### config.mk
export PLATFORM = sky130hd
export DESIGN_NAME = if_stage
export DESIGN_NICKNAME = d
export VERILOG_FILES = /design/src/rtl/if_stage_pkg.sv /design/src/rtl/if_stage.sv
export SDC_FILE = /design/constraint.sdc
export NUM_CORES = 1
export LEC_CHECK = 0
export ABC_AREA = 1
export BUFFER_PORTS_ARGS = -buffer_cell sky130_fd_sc_hd__buf_2
export CELL_PAD_IN_SITES_DETAIL_PLACEMENT = 1
export CELL_PAD_IN_SITES_GLOBAL_PLACEMENT = 1
export CORE_UTILIZATION = 44
export CTS_BUF_LIST = sky130_fd_sc_hd__clkbuf_4 sky130_fd_sc_hd__clkbuf_8
export DETAILED_ROUTE_END_ITERATION = 8
export GPL_TIMING_DRIVEN = 0
export PLACE_DENSITY_LB_ADDON = 0.1
export SYNTH_ARGS = -nofsm -noshare
export SYNTH_HDL_FRONTEND = slang
export SYNTH_SLANG_ARGS = --single-unit
### constraint.sdc
create_clock -name clk -period 3.55 [get_ports clk]
set_input_delay 0.71 -clock clk [delete_from_list [all_inputs] [get_ports clk]]
set_output_delay 0.71 -clock clk [all_outputs]
set_load 0.005 [all_outputs]
### src/rtl/if_stage_pkg.sv
// Shared fetch-stage definitions: default widths, reset PC and FSM state encodings.
package if_stage_pkg;

    localparam int unsigned IF_ISIZE = 32;
    localparam logic [IF_ISIZE-1:0] IF_RESET_PC = '0;

    // RUN: fetching normally; HOLD: skid buffer full, waiting on decode;
    // KILL: draining a request that a branch made stale.
    typedef enum logic [1:0] {
        IF_RUN  = 2'd0,
        IF_HOLD = 2'd1,
        IF_KILL = 2'd2
    } if_state_e;

endpackage

### src/rtl/if_stage.sv
// Instruction-fetch stage with integrated IF/ID register and one-entry skid buffer.
module if_stage
    import if_stage_pkg::*;
#(
    parameter int unsigned      ISIZE    = IF_ISIZE,
    parameter logic [ISIZE-1:0] RESET_PC = ISIZE'(IF_RESET_PC),
    parameter logic [ISIZE-1:0] PC_STEP  = ISIZE'(1)
) (
    input  logic             clk,
    input  logic             rst,
    output logic             imem_req,
    output logic [ISIZE-1:0] imem_addr,
    input  logic             imem_ack,
    input  logic [ISIZE-1:0] imem_rdata,
    input  logic             stall_in,
    input  logic             branch_taken_in,
    input  logic [ISIZE-1:0] branch_target_in,
    output logic [ISIZE-1:0] instr_out,
    output logic [ISIZE-1:0] nPC_out,
    output logic             valid_out
);

    if_state_e        state_q, state_d;
    logic [ISIZE-1:0] pc_q, pc_d;
    logic [ISIZE-1:0] kill_addr_q, kill_addr_d;
    logic [ISIZE-1:0] buf_instr_q, buf_instr_d;
    logic [ISIZE-1:0] buf_npc_q, buf_npc_d;
    logic [ISIZE-1:0] instr_d;
    logic [ISIZE-1:0] npc_d;
    logic             valid_d;
    logic [ISIZE-1:0] pc_inc;

    // Sequential PC arithmetic wraps silently at 2^ISIZE.
    assign pc_inc = pc_q + PC_STEP;

    // Next-state, memory request and IF/ID register next values.
    always_comb begin
        state_d     = state_q;
        pc_d        = pc_q;
        kill_addr_d = kill_addr_q;
        buf_instr_d = buf_instr_q;
        buf_npc_d   = buf_npc_q;
        instr_d     = instr_out;
        npc_d       = nPC_out;
        valid_d     = valid_out;
        imem_req    = 1'b0;
        imem_addr   = pc_q;

        case (state_q)
            IF_RUN: begin
                imem_req = 1'b1;
                if (imem_ack) begin
                    if (branch_taken_in) begin
                        // Fetched word is on the wrong path: drop it.
                        pc_d    = branch_target_in;
                        valid_d = 1'b0;
                    end else if (stall_in && valid_out) begin
                        // Decode is full; park the word and stop fetching.
                        buf_instr_d = imem_rdata;
                        buf_npc_d   = pc_inc;
                        pc_d        = pc_inc;
                        state_d     = IF_HOLD;
                    end else begin
                        instr_d = imem_rdata;
                        npc_d   = pc_inc;
                        valid_d = 1'b1;
                        pc_d    = pc_inc;
                    end
                end else if (branch_taken_in) begin
                    // The pending request cannot be withdrawn; remember where it went.
                    kill_addr_d = pc_q;
                    pc_d        = branch_target_in;
                    valid_d     = 1'b0;
                    state_d     = IF_KILL;
                end else if (!stall_in) begin
                    valid_d = 1'b0;
                end
            end

            IF_HOLD: begin
                if (branch_taken_in) begin
                    pc_d    = branch_target_in;
                    valid_d = 1'b0;
                    state_d = IF_RUN;
                end else if (!stall_in) begin
                    instr_d = buf_instr_q;
                    npc_d   = buf_npc_q;
                    valid_d = 1'b1;
                    state_d = IF_RUN;
                end
            end

            IF_KILL: begin
                imem_req  = 1'b1;
                imem_addr = kill_addr_q;
                valid_d   = 1'b0;
                if (branch_taken_in) begin
                    pc_d = branch_target_in;
                end
                if (imem_ack) begin
                    state_d = IF_RUN;
                end
            end

            default: begin
                state_d = IF_RUN;
                valid_d = 1'b0;
            end
        endcase

        if (rst) begin
            imem_req = 1'b0;
        end
    end

    // State, PC, skid buffer and IF/ID register with synchronous reset.
    always_ff @(posedge clk) begin
        if (rst) begin
            state_q     <= IF_RUN;
            pc_q        <= RESET_PC;
            kill_addr_q <= '0;
            buf_instr_q <= '0;
            buf_npc_q   <= '0;
            instr_out   <= '0;
            nPC_out     <= '0;
            valid_out   <= 1'b0;
        end else begin
            state_q     <= state_d;
            pc_q        <= pc_d;
            kill_addr_q <= kill_addr_d;
            buf_instr_q <= buf_instr_d;
            buf_npc_q   <= buf_npc_d;
            instr_out   <= instr_d;
            nPC_out     <= npc_d;
            valid_out   <= valid_d;
        end
    end

endmodule

==> Yosys cells after proc, flatten, opt, wreduce, memory -nomap -nowiden <==
Index checks and enable logic that the tools add are counted.
{ "totals": {"reg_bits": 195, "latch_bits": 0, "ram_bits": 0, "romBits": 0, "in_bits": 69, "out_inout_bits": 98, "elab_cells": 71, "mem_count": 0} }
{ "op_classes": {"n_addsub": 1, "mul": 0, "n_div": 0, "n_lt_le_gt_ge": 0, "eq_ne": 14, "shifts": 0, "muxes": 35, "n_bitwise": 2, "n_reduce_logical": 11} }
{ "ops": {"columns": ["cell", "count"], "rows": [
  ["$mux W32", 14],
  ["$pmux W32 S2", 3],
  ["$add A32 B1 Y32 const B", 1],
  ["$mux W2", 7],
  ["$ne A2 B2 Y1 const B", 6],
  ["$ne A3 B3 Y1 const B", 4],
  ["$mux W1", 9],
  ["$ne A4 B4 Y1 const B", 2],
  ["$pmux W2 S3", 1],
  ["$reduce_and A3 Y1", 2],
  ["$reduce_and A6 Y1", 1],
  ["$reduce_and A5 Y1", 1],
  ["$reduce_and A4 Y1", 1],
  ["$reduce_bool A2 Y1", 2],
  ["$reduce_or A2 Y1", 2],
  ["$eq A2 B1 Y1 const B", 1],
  ["$eq A2 B2 Y1 const B", 1],
  ["$logic_not A2 Y1", 1],
  ["$not A1 Y1", 2],
  ["$pmux W1 S2", 1],
  ["$logic_and A1 B1 Y1", 1]
]} }

==> Logic depth before layout (Yosys ltp) <==
{ "depth": {"ltp_word": 5, "depth_mapped": 12} }

==> Least setup slack after synthesis <==
OpenSTA, ideal clock, no wires.
{ "synth_path": {"kind": "register to output", "startpoint": "register state_q[0]", "endpoint": "output port imem_addr[26]", "arrival_time_ps": 1265, "t_required_ps": 2840, "setup_slack_ps": 1575, "path_stages_with_launch": 7, "path_buffers": 2, "cell_sequence": "dfxtp_1 -> inv_1 -> ha_1 -> clkbuf_1 -> clkbuf_1 -> nand2_1 -> o21ai_0"} }
{ "synth_between": {"elab_chain_cells": 2} }
{ "synth_lines": {"columns": ["element", "line", "text"], "rows": [
  ["from (decl)", "if_stage.sv:23", "if_state_e state_q, state_d;"],
  ["from (signal assigned)", "if_stage.sv:128", "state_q <= state_d;"],
  ["$eq A2 B2 Y1", "if_stage.sv:49", "case (state_q)"],
  ["$mux W32", "if_stage.sv:49", null],
  ["to (decl)", "if_stage.sv:12", "output logic [ISIZE-1:0] imem_addr,"]
]} }
No other way between the ends.

==> Worst setup path in the final report <==
{ "layout_path": {"startpoint": "register state_q[0]", "endpoint": "output port imem_addr[28]"} }
Same word-level chain as after synthesis.

==> metrics.cfg <==
[hold_path]
holdCritPathClass = primary input to flop

[flow_run]
max_cap_violations = 0

[floorplanning]
die_h_um = 146.3
ios = 167
die_width_um = 146.3
core_um2 = 20300
start_util_pct = 45.14
rows = 52
dieArea_um2 = 21410

[drt]
wire_per_inst_um = 19.45
firstDrtPassIters = 7
ant_nets = 0
vias = 10040
vias_per_cell = 5.586
drcViolationCount = 0
drt-initial-drc-count = 716
wl_um = 34980

[sta]
hold_ws_ps = 450.2
final_hold_viol_count = 0
maxSlewViolCount = 0
worst_pin_slew_ps = 713.5
setup_viol = 0
fin_skew_ps = 15.16
relSlewSlack_pct = 52.43
tns_ps = 0
post-route-period-util_pct = 87.69
finalCriticalPeriod_ps = 3113
rsz0062_at_grt = no
fmax_mhz = 321.2

[synth]
synth_cell_type_count = 35
async_reset_ff_share_pct = 0
yosys_register_bits = 195
synth_top_area_share_pct = 42.61
yosysWarningCount = 0
synth_area_per_cell_um2 = 6.884
synthSimpleGateAreaFrac_pct = 23.86
synth_nets = 1405
syn_inst = 1331
ys_seq_area_share_pct = 42.61
synthXorXnorAreaFrac_pct = 2.185
synth_area_leaders = dfxtp_1, nand2_1, o21ai_0, a21oi_1, nor2_1
synthMuxAreaShare_pct = 0
synth_area_um2 = 9163
synth_compound_area_share_pct = 23.19
synthAdderAreaFrac_pct = 0.6828
synth_top_family_by_area = simple AND/OR/NAND/NOR gates
synth-main-ff-cell = dfxtp_1
yosysTopAreaCell = dfxtp_1
synth_edf_count = 0

[clocking]
cts_buffers = 17
cts_buffer_depth = 2
cts_resized = 0
clk_pin_slew_ps = 120
cts.sinks = 195
clock_tree.root_cell = clkbuf_8
cts_tree = yes
cts_hold_buffers = 0
h-tree-depth = 4
post-cts-setup-buffers = 0
clkLatencyLatePin_ps = 490

[outcome]
run_status = finished clean

[global_routing]
grt_max_degree = 21
gr-total-overflow = 0
grt_pass1_wl_um = 53650
antenna_found_initial = 1
grt_pass1_vias = 9673
track_usage_pct = 32.47

[finish]
mostFrequentLayoutCells = nand2_1, o21ai_0, dfxtp_1
layout-drive-gt1-share_pct = 17.29
syn2layout_area_growth_pct = 16.89
fin_util_pct = 52.76
layout.nets = 1588
final_area_um2 = 10710
final_common_cell = nand2_1

[critical_path]
critical_path_class = flop to primary output
crit_slowest_cell = clkbuf_1
cp-end-kind = primary output
path_common_cell = clkbuf_1
path_cells = inv_1, ha_1, clkbuf_1, clkbuf_1, nand2_1, o21ai_0, buf_2
path_max_fanout = 10
crit_buf_inv = 4
max_stage_delay_ps = 420
crit_path_start_kind = flop
cp_top_family = buffers and inverters
crit_required_ps = 2840
worst_ep_arrival_time_ps = 2400

[placement]
dpl-instance-area_um2 = 10320
io_buffer_count = 164
routabilityCongestion = 0.9475
dp_hpwl_um = 26210

[pwr]
vdd_drop_max_mv = 0.2634
power_leakage_nw = 4.755
power_w = 0.005671
powerDensity_nw_per_um2 = 529.5

Yosys cell counts (2+ instances only):
master	count
a31oi_1	37
clkbuf_1	54
a211oi_1	3
nand3_1	42
nand2_2	4
a221oi_1	2
nor2_4	5
buf_1	4
xor2_1	18
inv_1	66
nor2_2	8
nand2_4	2
and2_1	3
o21ai_0	195
xnor2_1	3
clkinv_1	3
ha_1	5
clkbuf_2	3
nand2_1	303
o211ai_1	5
dfxtp_1	195
inv_2	7
buf_2	29
nor2_1	163
buf_4	3
o22ai_1	11
o21bai_1	3
nor3_2	4
a21oi_1	145
sequential cells by signal (all words and copies together) (netlist names):
signal	count
buf_instr_q	32
buf_npc_q	32
instr_out	32
kill_addr_q	32
nPC_out	32
pc_q	32
state_q	2
valid_out	1
per-layer routing:
metal | track usage [%] | share of wire (%) | vias to the layer above
met5 | 0 | 0 | -
met4 | 9.583 | 2.1 | 0
met3 | 5.469 | 7.1 | 51
met2 | 51.31 | 45 | 363
met1 | 45.33 | 46 | 4867
li1 | - | - | 4763
cell families after synthesis:
family | count (synthesis)
simple gates | 536
compound gates | 404
flops | 195
buf+inv | 169
xor+xnor | 22
fa+ha+maj | 5
stage by stage:
| stage | std cells | worst slack [ps] |
|---|---|---|
| floorplan | 1331 | 1575 |
| global placement | 1765 | 974.6 |
| detailed placement | 1765 | 963.2 |
| CTS | 1797 | 425.5 |
| global route | 1798 | 265.1 |
| finish | 1798 | 436.9 |
area by class of cell:
| type | instances | area, µm² |
|---|---|---|
| Antenna cell | 1 | 2.502 |
| Buffer | 93 | 400.4 |
| Clock inverter | 15 | 152.6 |
| Timing Repair Buffer | 164 | 820.8 |
| Fill cell | 2790 | 9589 |
| Clock buffer | 17 | 234.0 |
| Inverter | 76 | 285.3 |
| Sequential cell | 195 | 3904 |
| Tap cell | 270 | 337.8 |
| Multi-Input combinational cell | 967 | 4573 |
tightest hold or removal path, delay by kind of cell:
| kind | cells | cell delay, ps |
|---|---|---|
| buffers and inverters | 1 | 90 |
| and+or+nand+nor | 2 | 120 |
report_power, final:
| part | internal [W] | leakage, nW | switching [W] | total [W] |
|---|---|---|---|---|
| Sequential | 0.00243 | 1.59 | 0.000193 | 0.00262 |
| Combinational | 0.000519 | 2.97 | 0.00104 | 0.00156 |
| Clock | 0.000531 | 0.197 | 0.000955 | 0.00149 |
| Total | 0.00348 | 4.76 | 0.00219 | 0.00567 |
final timing paths:
kind | start | depth (start not counted) | slack, ps | to
max | state_q[0] | 7 | 440 | imem_addr[28]
min | imem_rdata[19] | 3 | 450 | buf_instr_q[19]
min reg2reg | kill_addr_q[18] | 2 | 460 | kill_addr_q[18]
max reg2reg | state_q[0] | 7 | 1110 | pc_q[3]
(Power assumes the default switching activity.)
